`src/rtl/uart_tx.sv`:
```
// UART transmitter: valid/ready byte input, 8N1 serial output at CLKS_PER_BIT clocks per bit.
// Define UART_TX_PARITY_EN to add an even parity bit after data bit 7 (8E1).
module uart_tx #(
  parameter int unsigned CLKS_PER_BIT = 868
) (
  input  logic       clk,
  input  logic       rst,
  input  logic [7:0] tx_data,
  input  logic       tx_valid,
  output logic       tx_ready,
  output logic       uart_txd,
  output logic       tx_busy
);

  localparam int unsigned CNT_W = (CLKS_PER_BIT > 1) ? $clog2(CLKS_PER_BIT) : 1;

  typedef enum logic [2:0] {
    S_IDLE,
    S_START,
    S_DATA,
`ifdef UART_TX_PARITY_EN
    S_PARITY,
`endif
    S_STOP
  } state_e;

  state_e           state_q, state_d;
  logic [CNT_W-1:0] cnt_q, cnt_d;
  logic [2:0]       idx_q, idx_d;
  logic [7:0]       shift_q, shift_d;
  logic             txd_q, txd_d;
  logic             ready_q, ready_d;
  logic             busy_q, busy_d;
  logic             bit_end;
`ifdef UART_TX_PARITY_EN
  logic             parity_q, parity_d;
`endif

  assign bit_end = (cnt_q == CNT_W'(CLKS_PER_BIT - 1));

  always_ff @(posedge clk) begin
    if (!rst) begin
      state_q  <= S_IDLE;
      cnt_q    <= '0;
      idx_q    <= '0;
      shift_q  <= '0;
      txd_q    <= 1'b1;
      ready_q  <= 1'b0;
      busy_q   <= 1'b0;
`ifdef UART_TX_PARITY_EN
      parity_q <= 1'b0;
`endif
    end else begin
      state_q  <= state_d;
      cnt_q    <= cnt_d;
      idx_q    <= idx_d;
      shift_q  <= shift_d;
      txd_q    <= txd_d;
      ready_q  <= ready_d;
      busy_q   <= busy_d;
`ifdef UART_TX_PARITY_EN
      parity_q <= parity_d;
`endif
    end
  end

  always_comb begin
    state_d  = state_q;
    cnt_d    = cnt_q;
    idx_d    = idx_q;
    shift_d  = shift_q;
`ifdef UART_TX_PARITY_EN
    parity_d = parity_q;
`endif
    unique case (state_q)
      S_IDLE: begin
        if (tx_valid && ready_q) begin
          shift_d  = tx_data;
          cnt_d    = '0;
          idx_d    = '0;
`ifdef UART_TX_PARITY_EN
          parity_d = ^tx_data;
`endif
          state_d  = S_START;
        end
      end
      S_START: begin
        if (bit_end) begin
          cnt_d   = '0;
          state_d = S_DATA;
        end else begin
          cnt_d = cnt_q + 1'b1;
        end
      end
      S_DATA: begin
        if (bit_end) begin
          cnt_d   = '0;
          shift_d = shift_q >> 1;
          if (idx_q == 3'd7) begin
`ifdef UART_TX_PARITY_EN
            state_d = S_PARITY;
`else
            state_d = S_STOP;
`endif
          end else begin
            idx_d = idx_q + 3'd1;
          end
        end else begin
          cnt_d = cnt_q + 1'b1;
        end
      end
`ifdef UART_TX_PARITY_EN
      S_PARITY: begin
        if (bit_end) begin
          cnt_d   = '0;
          state_d = S_STOP;
        end else begin
          cnt_d = cnt_q + 1'b1;
        end
      end
`endif
      S_STOP: begin
        if (bit_end) begin
          cnt_d   = '0;
          state_d = S_IDLE;
        end else begin
          cnt_d = cnt_q + 1'b1;
        end
      end
      default: state_d = S_IDLE;
    endcase
  end

  // Outputs are registered from the next state so the line changes on the transition edge.
  always_comb begin
    txd_d   = 1'b1;
    ready_d = (state_d == S_IDLE);
    busy_d  = (state_d != S_IDLE);
    unique case (state_d)
      S_START:  txd_d = 1'b0;
      S_DATA:   txd_d = shift_d[0];
`ifdef UART_TX_PARITY_EN
      S_PARITY: txd_d = parity_d;
`endif
      default:  txd_d = 1'b1;
    endcase
  end

  assign tx_ready = ready_q;
  assign uart_txd = txd_q;
  assign tx_busy  = busy_q;

endmodule

```
`config.mk`:
```
export PLATFORM = sky130hd
export DESIGN_NAME = uart_tx
export DESIGN_NICKNAME = d
export VERILOG_FILES = /design/src/rtl/uart_tx.sv
export SDC_FILE = /design/constraint.sdc
export NUM_CORES = 1
export LEC_CHECK = 0
export ABC_AREA = 1
export BUFFER_PORTS_ARGS = -buffer_cell sky130_fd_sc_hd__buf_2
export CORE_MARGIN = 10
export CORE_UTILIZATION = 45
export DETAILED_ROUTE_END_ITERATION = 8
export PLACE_DENSITY = 0.67
export SLEW_MARGIN = 20
export SYNTH_ARGS = -nofsm -noshare
export SYNTH_HDL_FRONTEND = slang
export SYNTH_SLANG_ARGS = --single-unit
```
`constraint.sdc`:
```
create_clock -name clk -period 1.8 [get_ports clk]
set_clock_uncertainty 0.05 [all_clocks]
set_input_delay 0.09 -clock clk [delete_from_list [all_inputs] [get_ports clk]]
set_output_delay 0.09 -clock clk [all_outputs]
set_load 0.01 [all_outputs]
```
# Word-level counts from Yosys, hierarchy flattened
# Cells that the tools add are included.
word_totals:
  reg_bits: 27
  word_cells: 47
  input_bits: 11
  out_inout_bits: 3
classes:
  add_sub_neg: 2
  mux: 17
  n_eq_ne: 10
  n_reduce_logical: 10
ops:
  columns: ["op", "n"]
  rows:
  - ["two-way mux 3 bit", 8]
  - ["two-way mux 10 bit", 2]
  - ["one-hot mux 10 bit (2 select lines)", 1]
  - ["two-way mux 8 bit", 2]
  - ["one-hot mux 8 bit (2 select lines)", 1]
  - ["one-hot mux 3 bit (4 select lines)", 1]
  - ["adder 10 x 1 -> 10 bit (second input constant)", 1]
  - ["== test 10 bit (second input constant)", 1]
  - ["== test 3 x 2 -> 1 bit (second input constant)", 3]
  - ["== test 3 x 1 -> 1 bit (second input constant)", 2]
  - ["zero test 3 bit", 2]
  - ["inequality test 2 bit (second input constant)", 3]
  - ["one-hot mux 3 bit (2 select lines)", 1]
  - ["AND reduction 4 bit", 1]
  - ["nonzero test 2 bit", 2]
  - ["adder 3 x 1 -> 3 bit (second input constant)", 1]
  - ["== test 3 bit (second input constant)", 1]
  - ["AND reduction 3 bit", 1]
  - ["nonzero test 3 bit", 1]
  - ["OR reduction 3 bit", 1]
  - ["one-hot mux 1 bit (2 select lines)", 1]
  - ["AND reduction 2 bit", 1]
  - ["logical AND 1 bit", 1]

# Logic depth before layout (Yosys ltp)
# Gate-level depths: netlist of the first run.
depth:
  word_depth: 6
  mapped_depth: 10
  ltp_nobuf: 10

# Worst setup path after synthesis of the first run
# OpenSTA, ideal clock, no wires.
synth_timing:
  path_kind: "register to register"
  from: "reg cnt_q[0]"
  to: "reg txd_q, in the netlist uart_txd"
  t_required_ns: 1.636
  setup_time_ns: 0.114
  arrival_time_ns: 1.264
  path_slack_ns: 0.371
  path_stages_with_launch: 11
  path_buffers: 0
  cell_sequence: "dfxtp_1 ha_1 nand2_1 nor2_2 nand3_4 nand2_2 nand2_2 nor2_4 nand3_2 nand2_1 nand2_1"
synth_between:
  elab_chain_cells: 5
synth_rtl:
  columns: ["item", "line_no", "rtl"]
  rows:
  - ["start: declaration", "28", "logic [CNT_W-1:0] cnt_q, cnt_d;"]
  - ["start signal: assignment", "55", "cnt_q <= cnt_d;"]
  - ["== test 10 bit *", "39", "assign bit_end = (cnt_q == CNT_W'(CLKS_PER_BIT - 1));"]
  - ["two-way mux 3 bit (on tied branches)", "123, 88, 96", null]
  - ["one-hot mux 3 bit (4 select lines)", "75", "unique case (state_q)"]
  - ["== test 3 x 2 -> 1 bit / == test 3 x 1 -> 1 bit (equally long branches)", "139", "unique case (state_d)"]
  - ["one-hot mux 1 bit (2 select lines) *", "139", null]
  - ["end signal: assignment", "58", "txd_q <= txd_d;"]
  - ["end: declaration", "31", "logic txd_q, txd_d;"]
# Every way passes the cells marked *; elsewhere a longest branch is shown, timed or not. The select of a mux whose other input is x is not followed.
# A chain may end at the register's enable or synchronous reset.

# Worst setup path in the final report of the first run
# Same ends and word-level chain as after synthesis.

==> results of run 1 <==
per-stage QoR:
step                setup slack, ns  hold slack [ns]  power [mW]
detailed placement            0.220            0.306       0.710
global route                 0.0611            0.107        1.03
floorplan                     0.371            0.138       0.680
global placement              0.306            0.294       0.707
finish                        0.210           0.0908       0.992
CTS                           0.203           0.0887        1.00
layout make-up:
type	count	share of cell area
multi-input cells	134	0.464
flip-flops and latches	27	0.339
repair buffers	25	0.110
inverters	19	0.0447
well taps	31	0.0243
clock buffers	3	0.0141
clock inverters	1	0.00470
routing by layer:
metal  vias to the layer above  wire [µm]
met5                         -          0
met4                         0         84
met3                         9         99
met2                        23       1460
met1                       581       1370
li1                        650          -
kinds of logic after synthesis:
kind of cell | Yosys count
simple gates | 91
compound gates | 37
flops | 27
buf+inv | 22
fa+ha+maj | 3
xor+xnor | 2
other cells | 1
state kept, by name (all words and copies together), names as in the netlist:
signal    flops
state_q       3
cnt_q        10
idx_q         3
shift_q       8
tx_busy       1
uart_txd      1
tx_ready      1
layout by cell type (no fill, tap or decap), drive strengths merged, types with 4 or more instances in the layout:
cell type / instances
inv: 19
a22oi: 6
nand4: 4
nand2: 53
buf: 17
a21oi: 21
nor2: 25
o21ai: 6
dlygate4sd3: 8
nand3: 9
dfxtp: 27
worst max-delay path: stages, from the launching register on:
cell	delay, ns
dfxtp_1	0.40
ha_1	0.24
nand2_1	0.08
nor2_2	0.12
nand3_4	0.13
nand2_2	0.10
nand2_2	0.06
nor2_4	0.15
nand3_2	0.07
nand2_1	0.06
nand2_1	0.05
timing repair:
item / 4_1_cts / 5_1_grt
gates resized for setup: 0 / 1
hold buffers: 8 / 0
hold endpoints to repair: 11 / 0
endpoints found under the setup margin: 0 / 1
report_power, final:
group | leakage, nW | total [mW] | switching (mW) | internal [mW]
Combinational | 0.405 | 0.0932 | 0.0492 | 0.0440
Clock | 0.0139 | 0.281 | 0.196 | 0.0855
Sequential | 0.219 | 0.617 | 0.00749 | 0.610
worst max path at each step:
stage	from	end	slack, ns	depth (start not counted)
5_1_grt	cnt_q[0]	cnt_q[8]	0.06	8
3_3_place_gp	cnt_q[0]	uart_txd	0.31	10
3_5_place_dp	cnt_q[0]	uart_txd	0.22	10
6_report	cnt_q[0]	uart_txd	0.21	10
4_1_cts	cnt_q[0]	cnt_q[8]	0.20	8
2_1_floorplan	cnt_q[0]	uart_txd	0.37	10
==> flow_summary_export.csv, run 1 <==
group,metric,value,unit
hold_path,hold_start,"tx_data[0]",
global_routing,met2_usage,0.196,
critical_path,r2r_start,"cnt_q[0]",
synthesis,ys_types,29,
timing,min_period,1.59,ns
synthesis,yosysWarningCount,0,
synthesis,yosys.area_share.adder,0.0274,
drt,routedWlPerCell,12.5,µm
layout,finalInstanceArea,1600,µm²
placement,place_inst,228,
power,p_leak,0.638,nW
drt,wl,3010,µm
floorplan,die_y,75.2,µm
global_routing,grtUsageMet1,0.128,
synthesis,avgSynthCellArea,7.49,µm²
layout,regArea,541,µm²
layout,layout-drive-gt1-share,0.211,
hold_path,hp-class,"input port to register",
layout,antenna_cells,0,
power,peakVddDrop,0.000413,V
synthesis,muxShareOfSynthArea,0,
critical_path,crit_type,"register to register",
layout,nets,224,
drt,drt_first_pass_iters,4,
synthesis,yosysSeqAreaShare,0.395,
clock_network,worst_skew_pair.late_latency,0.35,ns
power,power.density,621,nW/µm²
clock_network,path_clk_slew,0.16,ns
layout,n_fill_cell,266,
critical_path,critical_path_arrival,1.80,ns
timing,finalSetupViolations,0,
clock_network,clock-root-buffer,"clkbuf_4",
synthesis,netlist_instances,183,
clock_network,cts_sinks,27,
synthesis,ys_top_cells_by_count,"nand2_1 (48), dfxtp_1 (27), a21oi_1 (20), inv_1 (17), nor2_1 (15)",
placement,io_buffers,13,
layout,multiInputGateArea,741,µm²
placement,dp_hpwl,2220,µm
global_routing,grt_max_degree,17,
drt,first_iter_violations,39,
timing,hold_viol_final,0,
timing,final-max-slew-violation-count,0,
synthesis,synth_top_family_by_area,"simple AND/OR/NAND/NOR gates",
synthesis,synth_seq_cells,27,
synthesis,synth_compound_area_frac,0.163,
critical_path,r2r_end,"uart_txd",
synthesis,synth_xor_area_frac,0.0128,
synthesis,syn-cell-area,1370,µm²
layout,syn2layout_area_growth,16.5,%
placement,place_area,1480,µm²
floorplan,io_pins,14,
synthesis,async_flop_share,0,
synthesis,synth-edff-count,0,
critical_path,cp.required,2.01,ns
layout,layout.core_utilization,0.564,
synthesis,synth_top_area_frac,0.395,
hold_path,worstHoldPathCells,4,
synthesis,yosys.area_share.simple,0.333,
clock_network,cts_buffer_depth,2,
synthesis,synth_flop_cell,"dfxtp_1",
global_routing,grt_pass1_wl,5130,µm
timing,period_share,0.884,
drt,ant_nets,0,
synthesis,yosysMostFrequentCell,"nand2_1",
clock_network,cts_tree,"done",
global_routing,grt_pass1_vias,1192,
global_routing,grt_use_total,0.114,
clock_network,htreeDepth,1,
global_routing,met3_usage,0.0276,
synthesis,synth_fp_nets,197,
floorplan,die_w,75.2,µm
synthesis,yosys.area.top_type,"dfxtp_1",
critical_path,worst-r2r-cell-count,10,
global_routing,grt_antenna_before_repair,0,
placement,place.gp.congestion,0.883,
synthesis,synthTopCellsByArea,"dfxtp_1 (39%), nand2_1 (13%), a21oi_1 (7.3%)",
critical_path,regToRegSetupSlack,0.21,ns
critical_path,cp-end-kind,"register",
clock_network,cts_buffers,3,
floorplan,start_util,0.484,
global_routing,grt_overflow,0,
run,drv_cap,0,
timing,rsz0062_at_grt,"no",
drt,num_vias,1263,
drt,post_drt_via_cell_ratio,5.26,
critical_path,startpoint_type,"register",
drt,drc,0,
global_routing,busiest_layer,"met2",
timing,fmax,0.629,GHz
timing,setup_tns,0,ns
floorplan,fp.dieArea,5650,µm²
hold_path,min_to,"shift_q[0]",
floorplan,row_count,19,
critical_path,worstPathMaxFanout,6,
status,status,"complete, no violations",
layout,stdcell_count,240,
clock_network,post_cts_buffers,0,
floorplan,core_area,2830,µm²
Note: power is estimated with default switching activity, not from simulation.
==> run 2, diff against run 1 <==
--- a/config.mk
+++ b/config.mk
@@ -7,10 +7,10 @@
 export LEC_CHECK = 0
 export ABC_AREA = 1
 export BUFFER_PORTS_ARGS = -buffer_cell sky130_fd_sc_hd__buf_2
-export CORE_MARGIN = 10
 export CORE_UTILIZATION = 45
 export DETAILED_ROUTE_END_ITERATION = 8
 export PLACE_DENSITY = 0.67
+export REMOVE_ABC_BUFFERS = 1
 export SLEW_MARGIN = 20
 export SYNTH_ARGS = -nofsm -noshare
 export SYNTH_HDL_FRONTEND = slang
==> flow_summary_export.csv, run 2 (synthesis gave the netlist of run 1 again) <==
group,metric,value,unit
hold_path,hp-class,"input port to register",
floorplan,die_w,57.2,µm
drt,num_vias,1215,
drt,routed-wl-met3,45,µm
critical_path,worstPathMaxFanout,6,
power,pwr-share-seq,0.626,
critical_path,r2r_start,"cnt_q[0]",
layout,nets,221,
clock_network,cts_buffer_depth,2,
hold_path,hold_start,"tx_data[3]",
timing,finalSetupViolations,0,
drt,met2_length,1380,µm
critical_path,startpoint,"cnt_q[0]",
timing,period_share,0.880,
layout,layout_commonest_cell,"nand2_1",
power,p_comb_frac,0.089,
clock_network,cts_buffers,3,
drt,wl,2740,µm
layout,layout-drive-gt1-share,0.199,
power,p_int,0.735,mW
power,peakVddDrop,0.000471,V
timing,hold_viol_final,0,
floorplan,io_pins,14,
critical_path,regToRegSetupSlack,0.22,ns
floorplan,start_util,0.484,
placement,place_area,1470,µm²
critical_path,crit_type,"register to register",
layout,antenna_cells,0,
drt,route.top_layer_used,"met4",
run,drv_cap,0,
global_routing,grt_overflow,0,
timing,rsz0062_at_grt,"no",
critical_path,startpoint_type,"register",
floorplan,core_area,2830,µm²
timing,fin_ws,0.217,ns
clock_network,worst_skew_pair.late_latency,0.34,ns
layout,largest_register_ffs,10,
critical_path,cp-end-kind,"register",
drt,post_drt_via_cell_ratio,5.13,
layout,regMostFlops,"cnt_q",
power,power.switching_fraction,0.254,
layout,syn2layout_area_growth,14.5,%
placement,place_worst_setup_slack,0.210,ns
clock_network,htreeDepth,1,
layout,top_regs,"cnt_q x10, shift_q x8",
clock_network,clock-root-buffer,"clkbuf_4",
power,p_leak,0.624,nW
global_routing,grt_use_total,0.187,
floorplan,die_y,57.2,µm
floorplan,row_count,19,
clock_network,cts_sinks,27,
global_routing,grt_max_degree,17,
global_routing,grt_pass1_vias,1140,
placement,place.gp.congestion,0.838,
drt,ant_nets,0,
clock_network,path_clk_slew,0.17,ns
drt,routedLengthMet1,1300,µm
drt,drt_first_pass_iters,4,
timing,setup_tns,0,ns
timing,worstMarginPinSlew,0.540,ns
timing,relSlewSlack,0.639,
power,power.density,628,nW/µm²
power,switchingPower,0.251,mW
clock_network,cts_tree,"done",
status,status,"complete, no violations",
timing,final-max-slew-violation-count,0,
timing,min_period,1.58,ns
clock_network,cts-resized-gates,0,
placement,io_buffers,13,
power,pwr-share-clk,0.285,
placement,dp_hpwl,2050,µm
critical_path,cp.required,2.01,ns
global_routing,grt_pass1_wl,4820,µm
drt,routedWlPerCell,11.6,µm
layout,final_cell_mix,"nand2_1 (48), dfxtp_1 (27), a21oi_1 (20)",
floorplan,fp.dieArea,3270,µm²
timing,fmax,0.632,GHz
drt,drc,0,
layout,finalInstanceArea,1570,µm²
power,power,0.986,mW
global_routing,grt_antenna_before_repair,0,
layout,layout.core_utilization,0.555,
drt,first_iter_violations,51,
critical_path,critical_path_arrival,1.79,ns
[run 2: changes by cell type in the layout (fill, tap and decap cells not counted)]
cell           previous run  this run
dlygate4sd3_1             8         7
nor2_1                   14        15
buf_4                     4         2
nor2_2                    6         5
[run 2: per-stage QoR]
step | cells | hold slack (ns)
after floorplan | 180 | 0.138
after global placement | 226 | 0.297
after detailed placement | 226 | 0.303
after CTS | 237 | 0.0210
after global routing | 237 | 0.0297
final | 237 | 0.0159
[run 2: critical path, stage by stage, from the launching register on]
cell     delay [ns]
dfxtp_1        0.40
ha_1           0.23
nand2_1        0.08
nor2_2         0.12
nand3_4        0.13
nand2_2        0.10
nand2_2        0.06
nor2_4         0.16
nand3_2        0.07
nand2_1        0.06
nand2_1        0.04
[run 2: cell type report]
type	count	area (µm²)
clock buffer	3	22.5
timing repair buffer	22	150
tap	31	38.8
inverter	19	71.3
sequential	27	541
fill	278	1260
clock inverter	1	7.51
multi-input combinational	134	738
[run 2: power by group through the flow]
stage	registers [mW]	logic, mW	clock network (mW)
after floorplan	0.631	0.0458	0
after global placement	0.629	0.0750	0
after detailed placement	0.630	0.0774	0
after CTS	0.617	0.0889	0.284
after global routing	0.618	0.0970	0.299
final	0.617	0.0880	0.281
[run 2: layer usage]
| layer | vias to the layer above | track usage |
|---|---|---|
| met5 | - | 0 |
| met4 | 0 | 0.0801 |
| met3 | 2 | 0.0204 |
| met2 | 14 | 0.331 |
| met1 | 559 | 0.230 |
| li1 | 640 | - |
[run 2: worst paths after layout]
check	depth (start not counted)	to
worst min-delay path	3	shift_q[3]
worst min register to register	2	shift_q[7]
worst max register to register	10	uart_txd
worst max-delay path	10	uart_txd
[run 2: timing repair]
action / CTS / global route
buffers inserted: 0 / 0
hold buffers: 7 / 0
hold endpoints to repair: 9 / 0
==> run 3, diff against run 2 <==
==> constraint.sdc (replaced) <==
create_clock -name clk -period 1.6 [get_ports clk]
set_clock_uncertainty 0.05 [all_clocks]
set_input_delay 0.32 -clock clk [delete_from_list [all_inputs] [get_ports clk]]
set_output_delay 0.32 -clock clk [all_outputs]
set_load 0.01 [all_outputs]
==> flow_summary_export.csv, run 3 (synthesis gave the netlist of run 1 again) <==
group,metric,value,unit
critical_path,cp.required,1.81,ns
timing,relSlewSlack,0.646,
critical_path,max_stage_delay,0.40,ns
layout,regMostFlops,"cnt_q",
critical_path,cp-end-kind,"register",
layout,antenna_cells,0,
layout,stdcell_count,232,
layout,layout_commonest_cell,"nand2_1",
placement,io_buffers,13,
global_routing,grt_overflow,0,
timing,fin_hold_ws,0.166,ns
floorplan,row_count,19,
clock_network,htreeDepth,1,
power,power.density,707,nW/µm²
drt,drc,0,
layout,largest_register_ffs,10,
hold_path,min_to,"shift_q[7]",
critical_path,crit_chain,"ha_4 -> nand2_2 -> nor2_4 -> nand3_4 -> nand2_2 -> nand2_2 -> nor2_4 -> nand3_2 -> nand2_2 -> nand2_1",
critical_path,worstPathMaxFanout,6,
clock_network,worst_skew_pair.late_latency,0.34,ns
drt,first_iter_violations,50,
status,status,"complete, no violations",
global_routing,grt_max_degree,17,
critical_path,cp_slowest_cell,"dfxtp_2",
floorplan,io_pins,14,
hold_path,hp-class,"input port to register",
drt,routedWlPerCell,11.8,µm
drt,num_vias,1211,
timing,finalSetupViolations,0,
drt,ant_nets,0,
floorplan,die_w,57.2,µm
layout,layout-drive-gt1-share,0.259,
timing,period_share,0.934,
layout,syn2layout_area_growth,13.0,%
placement,place_inst,226,
placement,dp_hpwl,1950,µm
clock_network,cts_buffer_depth,2,
critical_path,regToRegSetupSlack,0.11,ns
critical_path,path_common_cell,"nand2_2",
floorplan,start_util,0.484,
layout,layout.core_utilization,0.547,
timing,min_period,1.49,ns
critical_path,startpoint_type,"register",
critical_path,crit_type,"register to register",
critical_path,r2r_end,"uart_txd",
drt,drt_first_pass_iters,4,
placement,place.gp.congestion,0.851,
global_routing,grt_use_total,0.180,
floorplan,fp.dieArea,3270,µm²
global_routing,grt_antenna_before_repair,0,
timing,final-max-slew-violation-count,0,
hold_path,hold_start,"tx_data[7]",
floorplan,core_area,2830,µm²
timing,worstMarginPinSlew,0.530,ns
clock_network,path_clk_slew,0.15,ns
global_routing,grt_pass1_vias,1096,
clock_network,clock-root-buffer,"clkbuf_4",
clock_network,cts_tree,"done",
layout,final_cell_mix,"nand2_1 (44), dfxtp_1 (24), a21oi_1 (20)",
drt,post_drt_via_cell_ratio,5.22,
critical_path,critical_path_arrival,1.70,ns
power,p_leak,0.605,nW
critical_path,r2r_start,"cnt_q[1]",
clock_network,cts_buffers,3,
floorplan,die_y,57.2,µm
critical_path,startpoint,"cnt_q[1]",
hold_path,worstHoldPathCells,3,
timing,fmax,0.669,GHz
power,peakVddDrop,0.000366,V
run,drv_cap,0,
layout,nets,216,
critical_path,worst-r2r-cell-count,10,
critical_path,critPathBufInv,0,
layout,top_regs,"cnt_q x10, shift_q x8",
critical_path,critPathTopFamily,"simple AND/OR/NAND/NOR gates",
timing,hold_viol_final,0,
clock_network,cts_sinks,27,
global_routing,grt_pass1_wl,4580,µm
drt,wl,2730,µm
power,power,1.09,mW
-- run 3: cell types whose count changed in the layout (fill, tap and decap cells not counted) --
cell	before	now
nor2_4	4	5
dlygate4sd3_1	7	0
buf_4	2	4
dfxtp_4	0	1
nand2_2	4	8
ha_4	0	1
nor2_2	5	4
nand2_1	48	44
dfxtp_1	27	24
ha_1	3	2
dfxtp_2	0	2
inv_2	2	3
inv_1	17	16
-- run 3: timing repair --
| item | CTS | global route |
|---|---|---|
| setup endpoints to repair | 0 | 20 |
| buffers inserted | 0 | 2 |
| hold buffers | 0 | 0 |
| gates resized for setup | 0 | 12 |
-- run 3: where the power goes --
group | internal (mW) | total [mW] | switching, mW
sequential | 0.685 | 0.694 | 0.00864
clock | 0.0961 | 0.315 | 0.219
combinational | 0.0340 | 0.0855 | 0.0515
total | 0.815 | 1.09 | 0.279
-- run 3: how the worst max path moves through the flow --
stage	depth (start not counted)	slack [ns]	end
floorplan	8	-0.01	idx_q[0]
global placement	10	0.11	uart_txd
detailed placement	10	0.03	uart_txd
CTS	10	0.03	uart_txd
global route	10	-0.004	uart_txd
finish	10	0.11	uart_txd
-- run 3: final cells by class --
cell class / count / area, µm²
clock buffers: 3 / 22.5
clock inverters: 1 / 7.51
flip-flops and latches: 27 / 547
repair buffers: 17 / 95.1
well taps: 31 / 38.8
inverters: 19 / 71.3
multi-input cells: 134 / 766
fillers: 273 / 1280
-- run 3: layer usage --
metal,vias to the layer above,global-route usage,wire [µm]
li1,633,-,-
met1,555,0.220,1220
met2,18,0.318,1390
met3,5,0.0204,66
met4,0,0.0836,46
met5,-,0,0
-- run 3: stage by stage --
step / worst slack [ns] / cell area [µm²] / setup TNS (ns)
global placement: 0.114 / 1470 / 0
detailed placement: 0.0298 / 1470 / 0
finish: 0.105 / 1550 / 0
floorplan: -0.0110 / 1350 / -0.0331
CTS: 0.0271 / 1500 / 0
global route: -0.00440 / 1550 / -0.00440
-- run 3: worst register-to-register path, stage by stage (launching register included) --
cell     delay (ns)
dfxtp_2        0.40
ha_4           0.16
nand2_2        0.07
nor2_4         0.13
nand3_4        0.12
nand2_2        0.10
nand2_2        0.06
nor2_4         0.15
nand3_2        0.08
nand2_2        0.07
nand2_1        0.04
